<file path="src/rtl/tetris_pkg.sv">
// Shared board geometry, coordinate types and checker FSM states for the
// tetromino collision checker.
package tetris_pkg;

  localparam int BOARD_COLS_DEF = 10;
  localparam int BOARD_ROWS_DEF = 20;
  localparam int COORD_W        = 5;
  localparam int OFF_W          = 5;
  localparam int ABS_W          = COORD_W + 2;

  typedef logic signed [OFF_W-1:0] offset_t;
  typedef logic signed [ABS_W-1:0] abs_t;

  typedef enum logic [2:0] {
    ST_IDLE,
    ST_CALC,
    ST_READ1,
    ST_READ2,
    ST_READ3,
    ST_READ4,
    ST_DRAIN,
    ST_DONE
  } state_e;

endpackage

</file>
<file path="src/rtl/tetron_abs_coord.sv">
// Combinational origin+offset adder for one block, with bounds and
// above-the-top (spawn zone) classification.
module tetron_abs_coord
  import tetris_pkg::*;
#(
  parameter int BOARD_COLS = BOARD_COLS_DEF,
  parameter int BOARD_ROWS = BOARD_ROWS_DEF
) (
  input  logic [COORD_W-1:0] origin_row,
  input  logic [COORD_W-1:0] origin_col,
  input  logic [OFF_W-1:0]   voff,
  input  logic [OFF_W-1:0]   hoff,
  output logic [COORD_W-1:0] cell_row,
  output logic [COORD_W-1:0] cell_col,
  output logic               oob,
  output logic               above
);

  localparam abs_t COLS_S = abs_t'(BOARD_COLS);
  localparam abs_t ROWS_S = abs_t'(BOARD_ROWS);

  abs_t row_s;
  abs_t col_s;

  always_comb begin
    row_s = $signed({2'b00, origin_row}) + $signed({{(ABS_W-OFF_W){voff[OFF_W-1]}}, voff});
    col_s = $signed({2'b00, origin_col}) + $signed({{(ABS_W-OFF_W){hoff[OFF_W-1]}}, hoff});
    // Negative rows are the spawn zone: legal, never read.
    oob      = col_s[ABS_W-1] | (col_s >= COLS_S) | (row_s >= ROWS_S);
    above    = row_s[ABS_W-1];
    cell_row = row_s[COORD_W-1:0];
    cell_col = col_s[COORD_W-1:0];
  end

endmodule

</file>
<file path="config.mk">
export PLATFORM = sky130hd
export DESIGN_NAME = tetron_abs_coord
export DESIGN_NICKNAME = d
export VERILOG_FILES = /design/src/rtl/tetris_pkg.sv /design/src/rtl/tetron_abs_coord.sv
export SDC_FILE = /design/constraint.sdc
export NUM_CORES = 1
export LEC_CHECK = 0
export CAP_MARGIN = 10
export CORE_AREA = 2 2 39 41
export DETAILED_ROUTE_END_ITERATION = 8
export DIE_AREA = 0 0 41 43
export PLACE_DENSITY = 0.84
export SLEW_MARGIN = 20
export SYNTH_ARGS = -nofsm -noshare
export SYNTH_HDL_FRONTEND = slang
export SYNTH_SLANG_ARGS = --single-unit
export TNS_END_PERCENT = 1
</file>
<file path="constraint.sdc">
create_clock -name vclk -period 3.9
set_input_delay 0.39 -clock vclk [all_inputs]
set_output_delay 0.39 -clock vclk [all_outputs]
set_load 0.02 [all_outputs]
</file>
==> report_table.html <==
<table>
<tr><th>Metric</th><th>Value</th></tr>
<tr><th colspan="2">Status</th></tr>
<tr><td>Run status</td><td>complete, no violations</td></tr>
<tr><th colspan="2">Finish</th></tr>
<tr><td>Fill count</td><td>125</td></tr>
<tr><td>Post-layout instance area</td><td>862.1 um2</td></tr>
<tr><td>FF+latch area</td><td>0 um2</td></tr>
<tr><td>Total of clock buffers placed in the layout</td><td>0</td></tr>
<tr><td>Area grow syn2layout</td><td>65.23%</td></tr>
<tr><td>Number of sequential storage elements</td><td>0</td></tr>
<tr><td>Number of diodes</td><td>0</td></tr>
<tr><td>Post-layout nets</td><td>136</td></tr>
<tr><td>Share of cells above drive strength 1</td><td>2.000%</td></tr>
<tr><td>Area taken by multi-input logic gates</td><td>480.5 um2</td></tr>
<tr><th colspan="2">Place</th></tr>
<tr><td>Placed wire-length estimate after detailed placement</td><td>1137 um</td></tr>
<tr><td>Placed Area</td><td>862.1 um2</td></tr>
<tr><td>RePlAce Congestion</td><td>0.7442</td></tr>
<tr><td>Quantity of I/O buffers inserted on ports</td><td>32</td></tr>
<tr><th colspan="2">Power</th></tr>
<tr><td>Cell Pwr Density</td><td>196.8 mW/mm2</td></tr>
<tr><td>VDD IR max</td><td>0.1023 mV</td></tr>
<tr><td>Static power due to leakage</td><td>0.3839 nW</td></tr>
<tr><th colspan="2">Routing</th></tr>
<tr><td>Residual DRC</td><td>0</td></tr>
<tr><td>Via-to-Cell Ratio</td><td>5.121</td></tr>
<tr><td>Total Routed Length</td><td>1272 um</td></tr>
<tr><td>Via count</td><td>594</td></tr>
<tr><td>Detailed Routing Iterations Pass 1</td><td>1</td></tr>
<tr><td>ANT nets after route</td><td>0</td></tr>
<tr><td>Initial detailed-routing violation count</td><td>0</td></tr>
<tr><td>Final routed wire length divided by cell count</td><td>10.97 um</td></tr>
<tr><th colspan="2">CTS</th></tr>
<tr><td>Hold buffer count at cts</td><td>0</td></tr>
<tr><td>Postcts setup bufs</td><td>0</td></tr>
<tr><td>CTS-repair resized insts</td><td>0</td></tr>
<tr><th colspan="2">Logic synthesis</th></tr>
<tr><td>Cells after synthesis</td><td>68</td></tr>
<tr><td>Largest area contributor in the synthesized netlist</td><td>ha_1</td></tr>
<tr><td>Average footprint of a synthesized cell</td><td>7.673 um2</td></tr>
<tr><td>Post-synth design cell area</td><td>521.8 um2</td></tr>
<tr><td>Seq/Total Area, Yosys</td><td>0%</td></tr>
<tr><td>Syn_nets</td><td>102</td></tr>
<tr><td>Cell variety after synth</td><td>22</td></tr>
<tr><td>Fraction of synthesized cell area taken by the top area cell type</td><td>28.78%</td></tr>
<tr><td>Warnings from Yosys</td><td>0</td></tr>
<tr><td>Leading post-synthesis cells by cell area</td><td>ha_1 29%, xnor2_1 15%, inv_1 7.9%</td></tr>
<tr><th colspan="2">Worst setup path</th></tr>
<tr><td>Arrival @ worst endpoint</td><td>3080 ps</td></tr>
<tr><td>Cell with the largest stage delay on the worst path</td><td>clkdlybuf4s50_1</td></tr>
<tr><td>Cell family contributing the most delay on the critical path</td><td>buffers and inverters</td></tr>
<tr><td>Peak fanout along the critical path</td><td>3</td></tr>
<tr><td>Sort of element at the start of the critical path</td><td>input port</td></tr>
<tr><td>Startpoint-to-endpoint class of the critical path</td><td>in2out</td></tr>
<tr><td>WP buf/inv</td><td>3</td></tr>
<tr><td>Required time at the endpoint of the critical path</td><td>3510 ps</td></tr>
<tr><td>Crit path cell chain</td><td>clkdlybuf4s50_1, ha_1, inv_1, fa_1, nand2b_1, a21oi_1, xnor2_1, a211oi_1, o2111ai_1, clkdlybuf4s50_1</td></tr>
<tr><td>Most frequent cell on the critical path</td><td>clkdlybuf4s50_1</td></tr>
<tr><td>Delay of the slowest cell on the worst path</td><td>640 ps</td></tr>
<tr><td>CP Capture Type</td><td>primary output</td></tr>
<tr><th colspan="2">Floorplan</th></tr>
<tr><td>Area of the die</td><td>0.001763 mm2</td></tr>
<tr><td>Initial Util</td><td>37.70%</td></tr>
<tr><td>Std-Cell Rows</td><td>14</td></tr>
<tr><td>Chip height</td><td>43 um</td></tr>
<tr><td>Num ports</td><td>32</td></tr>
<tr><td>Placeable core region</td><td>0.001384 mm2</td></tr>
<tr><td>Die Span X</td><td>41 um</td></tr>
<tr><th colspan="2">Timing</th></tr>
<tr><td>Final Hold Violating Endpoints</td><td>0</td></tr>
<tr><td>Final total negative setup slack</td><td>0 ps</td></tr>
<tr><td>Unrepaired setup endpoints after global routing</td><td>no</td></tr>
<tr><td>Share of the clock period used by the worst path</td><td>88.95%</td></tr>
<tr><td>Relative max-transition margin</td><td>83.25%</td></tr>
<tr><td>Minimum clock period</td><td>3469 ps</td></tr>
<tr><td>Actual slew at the worst max-slew pin</td><td>250.8 ps</td></tr>
<tr><td>FMAX</td><td>288.2 MHz</td></tr>
<tr><td>Final Setup Violations</td><td>0</td></tr>
<tr><td>Slew Limit Fails</td><td>0</td></tr>
<tr><th colspan="2">Global route</th></tr>
<tr><td>Number of global-route vias before repair</td><td>611</td></tr>
<tr><td>Pin count of the biggest net entering global routing</td><td>6</td></tr>
<tr><td>GRT Residual Overflow</td><td>0</td></tr>
<tr><td>Overall global routing resource usage</td><td>16.90%</td></tr>
<tr><td>Number of antenna violations at the first check in global routing</td><td>0</td></tr>
<tr><td>Wire length of the first global-routing pass</td><td>2242 um</td></tr>
<tr><th colspan="2">Job</th></tr>
<tr><td>Max Cap Viol</td><td>0</td></tr>
<tr><th colspan="2">Worst hold path</th></tr>
<tr><td>Worst hold-check path type</td><td>in2out</td></tr>
</table>
==> area by class of cell <==
| cell class | count | area share [%] |
|---|---|---|
| Tap cell | 16 | 2.322 |
| Multi-Input combinational cell | 57 | 55.73 |
| Timing Repair Buffer | 32 | 37.16 |
| Inverter | 11 | 4.790 |
==> power breakdown <==
part	total (mW)	internal, mW	switching (mW)
clock	0	0	0
combinational	0.170	0.0898	0.0798
sequential	0	0	0
total	0.170	0.0898	0.0798
==> tightest hold or removal path, delay by kind of cell <==
kind,cells,cell delay [ps]
adder cells (fa/ha/maj),1,110
buffers and inverters,2,1050
==> logic make-up (layout without fill, tap and decap cells) <==
logic type	count (synthesis)	count (layout)	share of synthesized area, %
compound gates	21	21	28.30
fa+ha+maj	14	14	36.45
simple gates	13	13	12.23
buf+inv	11	43	7.914
xor+xnor	9	9	15.11
==> path summary, 6_finish.rpt <==
check                    from           to  slack (ps)  cells after the start
worst max-delay path  voff[0]          oob         430                     10
worst min-delay path  voff[0]  cell_row[0]        1940                      3
==> metal layers <==
layer / vias up / GRT usage [%] / share of wire [%]
met1: 269 / 17.14 / 37
met3: 0 / 1.571 / 7.1
met2: 25 / 35.00 / 56
met5: - / 0 / 0
met4: 0 / 0 / 0
li1: 300 / - / -
==> placed cells by master, fill, tap and decap left out <==
cell type,count
nand2b_1,2
o22a_1,1
fa_1,2
a211o_1,1
a211oi_1,1
and3b_1,1
a21o_1,2
o21ba_2,1
nor3_1,1
o21ai_0,3
inv_1,11
nor3b_1,1
a21oi_1,7
xnor2_1,9
clkdlybuf4s50_1,32
a211oi_2,1
a221o_1,1
o2bb2ai_1,1
nor2_1,7
o2111ai_1,1
nand2_1,1
ha_1,12
o21bai_1,1
==> cell usage after synthesis <==
master,n
o21bai_1,1
o21ba_2,1
a211oi_2,1
nor3b_1,1
a21oi_1,7
fa_1,2
nor3_1,1
and3b_1,1
ha_1,12
nand2b_1,2
o2bb2ai_1,1
xnor2_1,9
a221o_1,1
a211o_1,1
o21ai_0,3
a211oi_1,1
nor2_1,7
o22a_1,1
a21o_1,2
inv_1,11
o2111ai_1,1
nand2_1,1
==> per-stage QoR <==
stage / cells / hold slack (ps) / worst slack (ps) / power (mW) / utilization [%]
2_1_floorplan: 68 / 934.4 / 1246 / 0.09670 / -
3_3_place_gp: 116 / 1936 / 524.6 / 0.1668 / 62.30
3_5_place_dp: 116 / 1947 / 437.3 / 0.1698 / 62.30
4_1_cts: 116 / 1947 / 434.0 / 0.1712 / 62.30
5_1_grt: 116 / 1993 / 196.1 / 0.1857 / 62.30
6_report: 116 / 1942 / 430.8 / 0.1696 / 62.30
Note: power is estimated with default switching activity, not from simulation.
